File: src/rtl/hall_call_dispatcher.sv
// Group dispatcher: latches hall calls into up/down slots and, one slot per cycle,
// hands each unassigned call to the nearest idle car until that car reports it served.
module hall_call_dispatcher #(
    parameter int FLOORS = 4,
    parameter int CARS   = 2,
    parameter int FW     = 2
) (
    input  logic                 clk,
    input  logic                 reset,
    input  logic [FLOORS-1:0]    up_press,
    input  logic [FLOORS-1:0]    down_press,
    input  logic [CARS*FW-1:0]   car_floor,
    input  logic [CARS-1:0]      car_done,
    output logic [CARS-1:0]      assign_valid,
    output logic [CARS*FW-1:0]   assign_floor,
    output logic [CARS-1:0]      assign_dir,
    output logic [FLOORS-1:0]    up_lamp,
    output logic [FLOORS-1:0]    down_lamp
);

    localparam int SLOTS = 2 * FLOORS;
    localparam int SW    = (SLOTS > 1) ? $clog2(SLOTS) : 1;
    localparam int OW    = (CARS > 1) ? $clog2(CARS) : 1;
    localparam logic [SW-1:0] FLOORS_S  = SW'(FLOORS);
    localparam logic [SW-1:0] LAST_SLOT = SW'(SLOTS - 1);

    logic [SLOTS-1:0] pending_r;
    logic [SLOTS-1:0] assigned_r;
    logic [OW-1:0]    owner_r [SLOTS];
    logic [SW-1:0]    scan_r;

    logic [SLOTS-1:0] press_s;
    logic [SLOTS-1:0] clear_s;
    logic [CARS-1:0]  done_eff_s;
    logic [CARS-1:0]  elig_s;
    logic [FW-1:0]    slot_floor_s;
    logic             slot_dir_s;
    logic [FW-1:0]    car_f_s;
    logic [FW:0]      cost_s;
    logic [FW:0]      best_cost_s;
    logic [OW-1:0]    best_car_s;
    logic             found_s;
    logic             grant_s;

    assign up_lamp   = pending_r[FLOORS-1:0];
    assign down_lamp = pending_r[SLOTS-1:FLOORS];

    // Qualify presses and car status; top-floor up and ground-floor down do not exist
    always_comb begin
        press_s           = {down_press, up_press};
        press_s[FLOORS-1] = 1'b0;
        press_s[FLOORS]   = 1'b0;
        done_eff_s        = car_done & assign_valid;
        elig_s            = ~assign_valid & ~car_done;
    end

    // A completing car releases whichever slot it owns
    always_comb begin
        clear_s = '0;
        for (int s = 0; s < SLOTS; s++) begin
            for (int c = 0; c < CARS; c++) begin
                clear_s[s] = clear_s[s] | (assigned_r[s] & done_eff_s[c] & (owner_r[s] == OW'(c)));
            end
        end
    end

    // Decode scanned slot and pick the nearest eligible car (strict < keeps lowest index on ties)
    always_comb begin
        if (scan_r < FLOORS_S) begin
            slot_floor_s = FW'(scan_r);
            slot_dir_s   = 1'b0;
        end else begin
            slot_floor_s = FW'(scan_r - FLOORS_S);
            slot_dir_s   = 1'b1;
        end
        car_f_s     = '0;
        cost_s      = '0;
        best_cost_s = '1;
        best_car_s  = '0;
        found_s     = 1'b0;
        for (int c = 0; c < CARS; c++) begin
            car_f_s = car_floor[c*FW +: FW];
            if ({1'b0, car_f_s} >= {1'b0, slot_floor_s}) begin
                cost_s = {1'b0, car_f_s} - {1'b0, slot_floor_s};
            end else begin
                cost_s = {1'b0, slot_floor_s} - {1'b0, car_f_s};
            end
            if (elig_s[c] && (!found_s || (cost_s < best_cost_s))) begin
                best_cost_s = cost_s;
                best_car_s  = OW'(c);
                found_s     = 1'b1;
            end else begin
                best_cost_s = best_cost_s;
            end
        end
        grant_s = pending_r[scan_r] & ~assigned_r[scan_r] & found_s;
    end

    // Scanner, slot state and per-car assignment registers
    always_ff @(posedge clk or posedge reset) begin
        if (reset) begin
            scan_r       <= '0;
            pending_r    <= '0;
            assigned_r   <= '0;
            assign_valid <= '0;
            assign_floor <= '0;
            assign_dir   <= '0;
            for (int s = 0; s < SLOTS; s++) begin
                owner_r[s] <= '0;
            end
        end else begin
            scan_r       <= (scan_r == LAST_SLOT) ? SW'(0) : scan_r + SW'(1);
            pending_r    <= (pending_r & ~clear_s) | press_s;
            assigned_r   <= assigned_r & ~clear_s;
            assign_valid <= assign_valid & ~done_eff_s;
            if (grant_s) begin
                assigned_r[scan_r]                <= 1'b1;
                owner_r[scan_r]                   <= best_car_s;
                assign_valid[best_car_s]          <= 1'b1;
                assign_floor[best_car_s*FW +: FW] <= slot_floor_s;
                assign_dir[best_car_s]            <= slot_dir_s;
            end
        end
    end

endmodule

File: config.mk
export PLATFORM = sky130hd
export DESIGN_NAME = hall_call_dispatcher
export DESIGN_NICKNAME = d
export VERILOG_FILES = /design/src/rtl/hall_call_dispatcher.sv
export SDC_FILE = /design/constraint.sdc
export NUM_CORES = 1
export LEC_CHECK = 0
export CAP_MARGIN = 0
export CORE_MARGIN = 10
export CORE_UTILIZATION = 55
export CTS_BUF_LIST = sky130_fd_sc_hd__clkbuf_4
export DETAILED_ROUTE_END_ITERATION = 12
export DONT_BUFFER_PORTS = 1
export PLACE_DENSITY = 0.71
export SLEW_MARGIN = 0
export SYNTH_ARGS = -nofsm -noshare
export SYNTH_HDL_FRONTEND = slang
export SYNTH_SLANG_ARGS = --single-unit
File: constraint.sdc
create_clock -name clk -period 5.2 [get_ports clk]
set_input_delay 0.52 -clock clk [delete_from_list [all_inputs] [get_ports clk]]
set_output_delay 0.52 -clock clk [all_outputs]
set_load 0.05 [all_outputs]
==> results summary <==
The post-route cell area is 2095 µm². Across the routed clock network, the largest skew measured is 0.009981 ns. The library cell used most frequently in the layout, excluding fill and tap cells, is sky130_fd_sc_hd__dfrtp_1.

The chip height came out at 80.39 µm. The floorplan row count is 21. The mux share of post-synthesis cell area came out at 0.1323. The first global-routing pass estimated 7113 µm of wire. The clock sink count came out at 35.

Once the clock tree was built, the resizer swapped 0 gates to a different size. The H-tree depth reported by CTS came out at 2. Of the total synthesized cell area, the portion taken by full adders, half adders and majority gates is 0.1023.

Buffers placed on the I/O ports in this run total 0. Derived from the worst setup path, the maximum achievable clock frequency is 268.7 MHz. The width of the chip came out at 80.39 µm.

STA classifies the critical path endpoint as a flip-flop. The remaining max-slew budget at the tightest pin is 0.5048. The startpoint identified for the worst register-to-register timing path is scan_r[1]. In the layout the commonest cells are 35 x sky130_fd_sc_hd__dfrtp_1, 18 x sky130_fd_sc_hd__inv_1, 13 x sky130_fd_sc_hd__nand2_1.

The post-synthesis net count is 213. The yosys synthesis warning count is 0. For the finished layout, the period the worst path requires is 3.721 ns.

Once detailed placement completed, the half-perimeter wirelength came to 3092 µm. The total I/O pin count is 32. The detailed router finished its first iteration with 66 violations. After synthesis, the largest family of logic cells by area is simple AND/OR/NAND/NOR gates. The number of cell instances on the worst register-to-register path is 9. STA puts the critical path data required time at 5.45 ns. The count of pins over their slew limit came out at 0. The final-layout fill cell count came out at 293. The setup path with the least slack is of type reg2reg.

The number of distinct library cells after synthesis is 39. The compound-cell area share of the yosys netlist came out at 0.1160. The per-cell via count in the routed design came out at 5.790.

The area share of xor/xnor cells in the synthesized design came out at 0. The setup slack of the worst register-to-register path is 1.48 ns. STA classifies the critical path startpoint as a flip-flop.

Clock-pin slew was measured on the worst setup and hold paths at 0.11 ns. The fraction of final layout cells sized beyond drive strength 1 came out at 0.1765. The total congestion overflow after global routing is 0. The path class of the tightest hold or removal check is in2async. The reported max-cap violation count is 0. The leakage power summed over all cells came out at 1.010 nW. The clock passes through at most 2 buffers. The final-stage net count came out at 216.

The core region is 3442 µm². The peak ir drop on the vdd network is 279.4 µV. The antenna diode count is 0. After routing, the total negative slack on setup checks comes to 0 ns. The biggest fanout along the worst timing path is 20.

The starting utilization of the core area is 0.5827. The master cell of the clock root buffer is sky130_fd_sc_hd__clkbuf_4. The data arrival time of the worst path came out at 3.97 ns. The antenna violation net count after detailed routing is 0.

The count of hold buffers inserted by post-cts repair came out at 0. The post-synth design cell area is 2006 µm². Entering global routing, the biggest net connects 22 pins. The gate count of the mapped netlist came out at 183. For this block, the routed nets add up to 4145 µm of wire. In this run the worst setup path terminates at assign_dir[1]. Compared with the post-synthesis result, the final layout area differs by 4.429%. The routed layout has 1349 vias.

The post-CTS setup-driven buffer insertion count is 0. The TritonCTS clock tree is built. The global placement routability congestion came out at 0.7693.

The TritonCTS buffer count is 5. The clock latency on the worst-skew pair came out at 0.35 ns. Tracing the worst setup path back leads to its startpoint at scan_r[1].

The portion of the clock cycle consumed by the worst path in the final layout came out at 0.7156. In this run the critical register-to-register path is captured at assign_dir[1]. The count of final hold-check violations is 0. Setup repair after global routing left no endpoint under its margin. The simple logic cell fraction of the synthesized area is 0.1628.

After detailed routing, the average wire length per cell comes to 17.79 µm. The number of search-and-repair iterations in the first detailed-routing pass is 4. The number of global-route vias before repair is 1435.

For the pin with the worst max-slew slack, the measured transition is 0.7429 ns. The total track usage is 0.1405. The number of register bits inferred by synthesis came out at 35. The power density over the cells came out at 471.5 nW/µm².

The mean post-synth cell area came out at 10.96 µm². The DRC violation count after routing came out at 0. The placed instances occupy a cell area of 2042 µm².

Of the synthesized area, sequential elements account for 0.4367. The setup violation total in the final timing report came out at 0. The flow ran to the end, and the final reports show no timing, DRC or antenna violations. The initial antenna violation count came out at 0. The die covers 6462 µm².
-- logic make-up after synthesis --
| kind of cell | Yosys count |
|---|---|
| AO/OA/AOI/OAI | 34 |
| adder cells (fa/ha/maj) | 14 |
| buffers and inverters | 24 |
| flip-flops | 35 |
| multiplexers | 19 |
| AND/OR/NAND/NOR | 57 |
-- power by group --
group	total, W	internal, W	switching [W]
combinational	0.000267	0.000143	0.000123
clock	0.000146	0.0000552	0.0000903
sequential	0.000576	0.000355	0.000221
total	0.000988	0.000553	0.000435
-- critical path, stage by stage (launching register included) --
cell and delay (ns):
sky130_fd_sc_hd__dfrtp_1 0.84, sky130_fd_sc_hd__inv_2 0.20, sky130_fd_sc_hd__fa_1 0.45, sky130_fd_sc_hd__a21oi_1 0.16, sky130_fd_sc_hd__mux2_2 0.36, sky130_fd_sc_hd__ha_1 0.29
sky130_fd_sc_hd__a21o_1 0.17, sky130_fd_sc_hd__a31oi_2 0.49, sky130_fd_sc_hd__and3_4 0.35, sky130_fd_sc_hd__mux2_4 0.30
-- synthesized netlist by cell type, drive strengths merged --
| cell type | n | share of area |
|---|---|---|
| dfrtp | 35 | 0.44 |
| inv | 19 | 0.036 |
| mux2 | 15 | 0.090 |
| nand2 | 13 | 0.024 |
| nor2 | 12 | 0.022 |
| ha | 10 | 0.062 |
| a21o | 7 | 0.026 |
| a21oi | 7 | 0.017 |
| o21ai | 7 | 0.019 |
| nand2b | 5 | 0.016 |
| fa | 4 | 0.040 |
| nand4 | 4 | 0.012 |
| nor2b | 4 | 0.012 |
| o21bai | 4 | 0.015 |
| a21boi | 3 | 0.011 |
| and3 | 3 | 0.017 |
| buf | 3 | 0.011 |
| mux4 | 3 | 0.037 |
| nand3 | 3 | 0.010 |
| nor3 | 3 | 0.0075 |
| a21bo | 2 | 0.010 |
| and2 | 2 | 0.0062 |
| and3b | 2 | 0.0087 |
| clkbuf | 2 | 0.0037 |
| o22ai | 2 | 0.0062 |
| or4 | 2 | 0.0075 |
| a211o | 1 | 0.0044 |
| a31oi | 1 | 0.0062 |
| mux2i | 1 | 0.0050 |
| nand4b | 1 | 0.0044 |
| nor3b | 1 | 0.0062 |
| nor4 | 1 | 0.0031 |
| or4b | 1 | 0.0050 |
-- worst min-delay path by stage --
stage | startpoint | endpoint | slack [ns] | cells after the start
floorplan | assigned_r[3] | pending_r[3] | 0.45 | 1
global placement | assigned_r[3] | pending_r[3] | 0.47 | 1
detailed placement | assigned_r[3] | pending_r[3] | 0.48 | 1
CTS | reset | assign_dir[0] | 0.14 | 1
global route | reset | assign_floor[0] | 0.18 | 1
finish | reset | pending_r[5] | 0.13 | 1
-- layout make-up --
class                           instances  area [µm²]  area share
Multi-Input combinational cell        124        1030      0.4916
Sequential cell                        35       875.8      0.4182
Inverter                               19       71.32     0.03405
Clock inverter                          2       7.507    0.003584
Tap cell                               46       57.56     0.02748
Clock buffer                            6       45.04     0.02151
Timing Repair Buffer                    1       7.507    0.003584
-- state kept, by name, indices dropped and copies added, names as in the netlist --
signal / count
assigned_r: 8
owner_r: 8
pending_r: 8
assign_floor: 4
scan_r: 3
assign_dir: 2
assign_valid: 2
-- metal layers --
layer,global-route usage,vias to the layer above,wire length [µm]
li1,-,643,-
met4,0.06338,0,71
met2,0.2126,42,1959
met1,0.1721,656,1735
met5,0,-,0
met3,0.05457,8,378
-- per-stage QoR --
step                        util  total power [W]  cells  hold WS, ns  worst slack, ns
after global placement    0.5932        0.0008305    225       0.4722            1.478
final                     0.6085        0.0009876    233       0.1254            1.479
after detailed placement  0.5932        0.0008517    225       0.4833            1.480
after CTS                 0.6085        0.0009932    233       0.1446            1.446
after floorplan                -        0.0007789    183       0.4454            2.166
after global routing      0.6085         0.001049    233       0.1825            1.251
(Power assumes the default switching activity.)
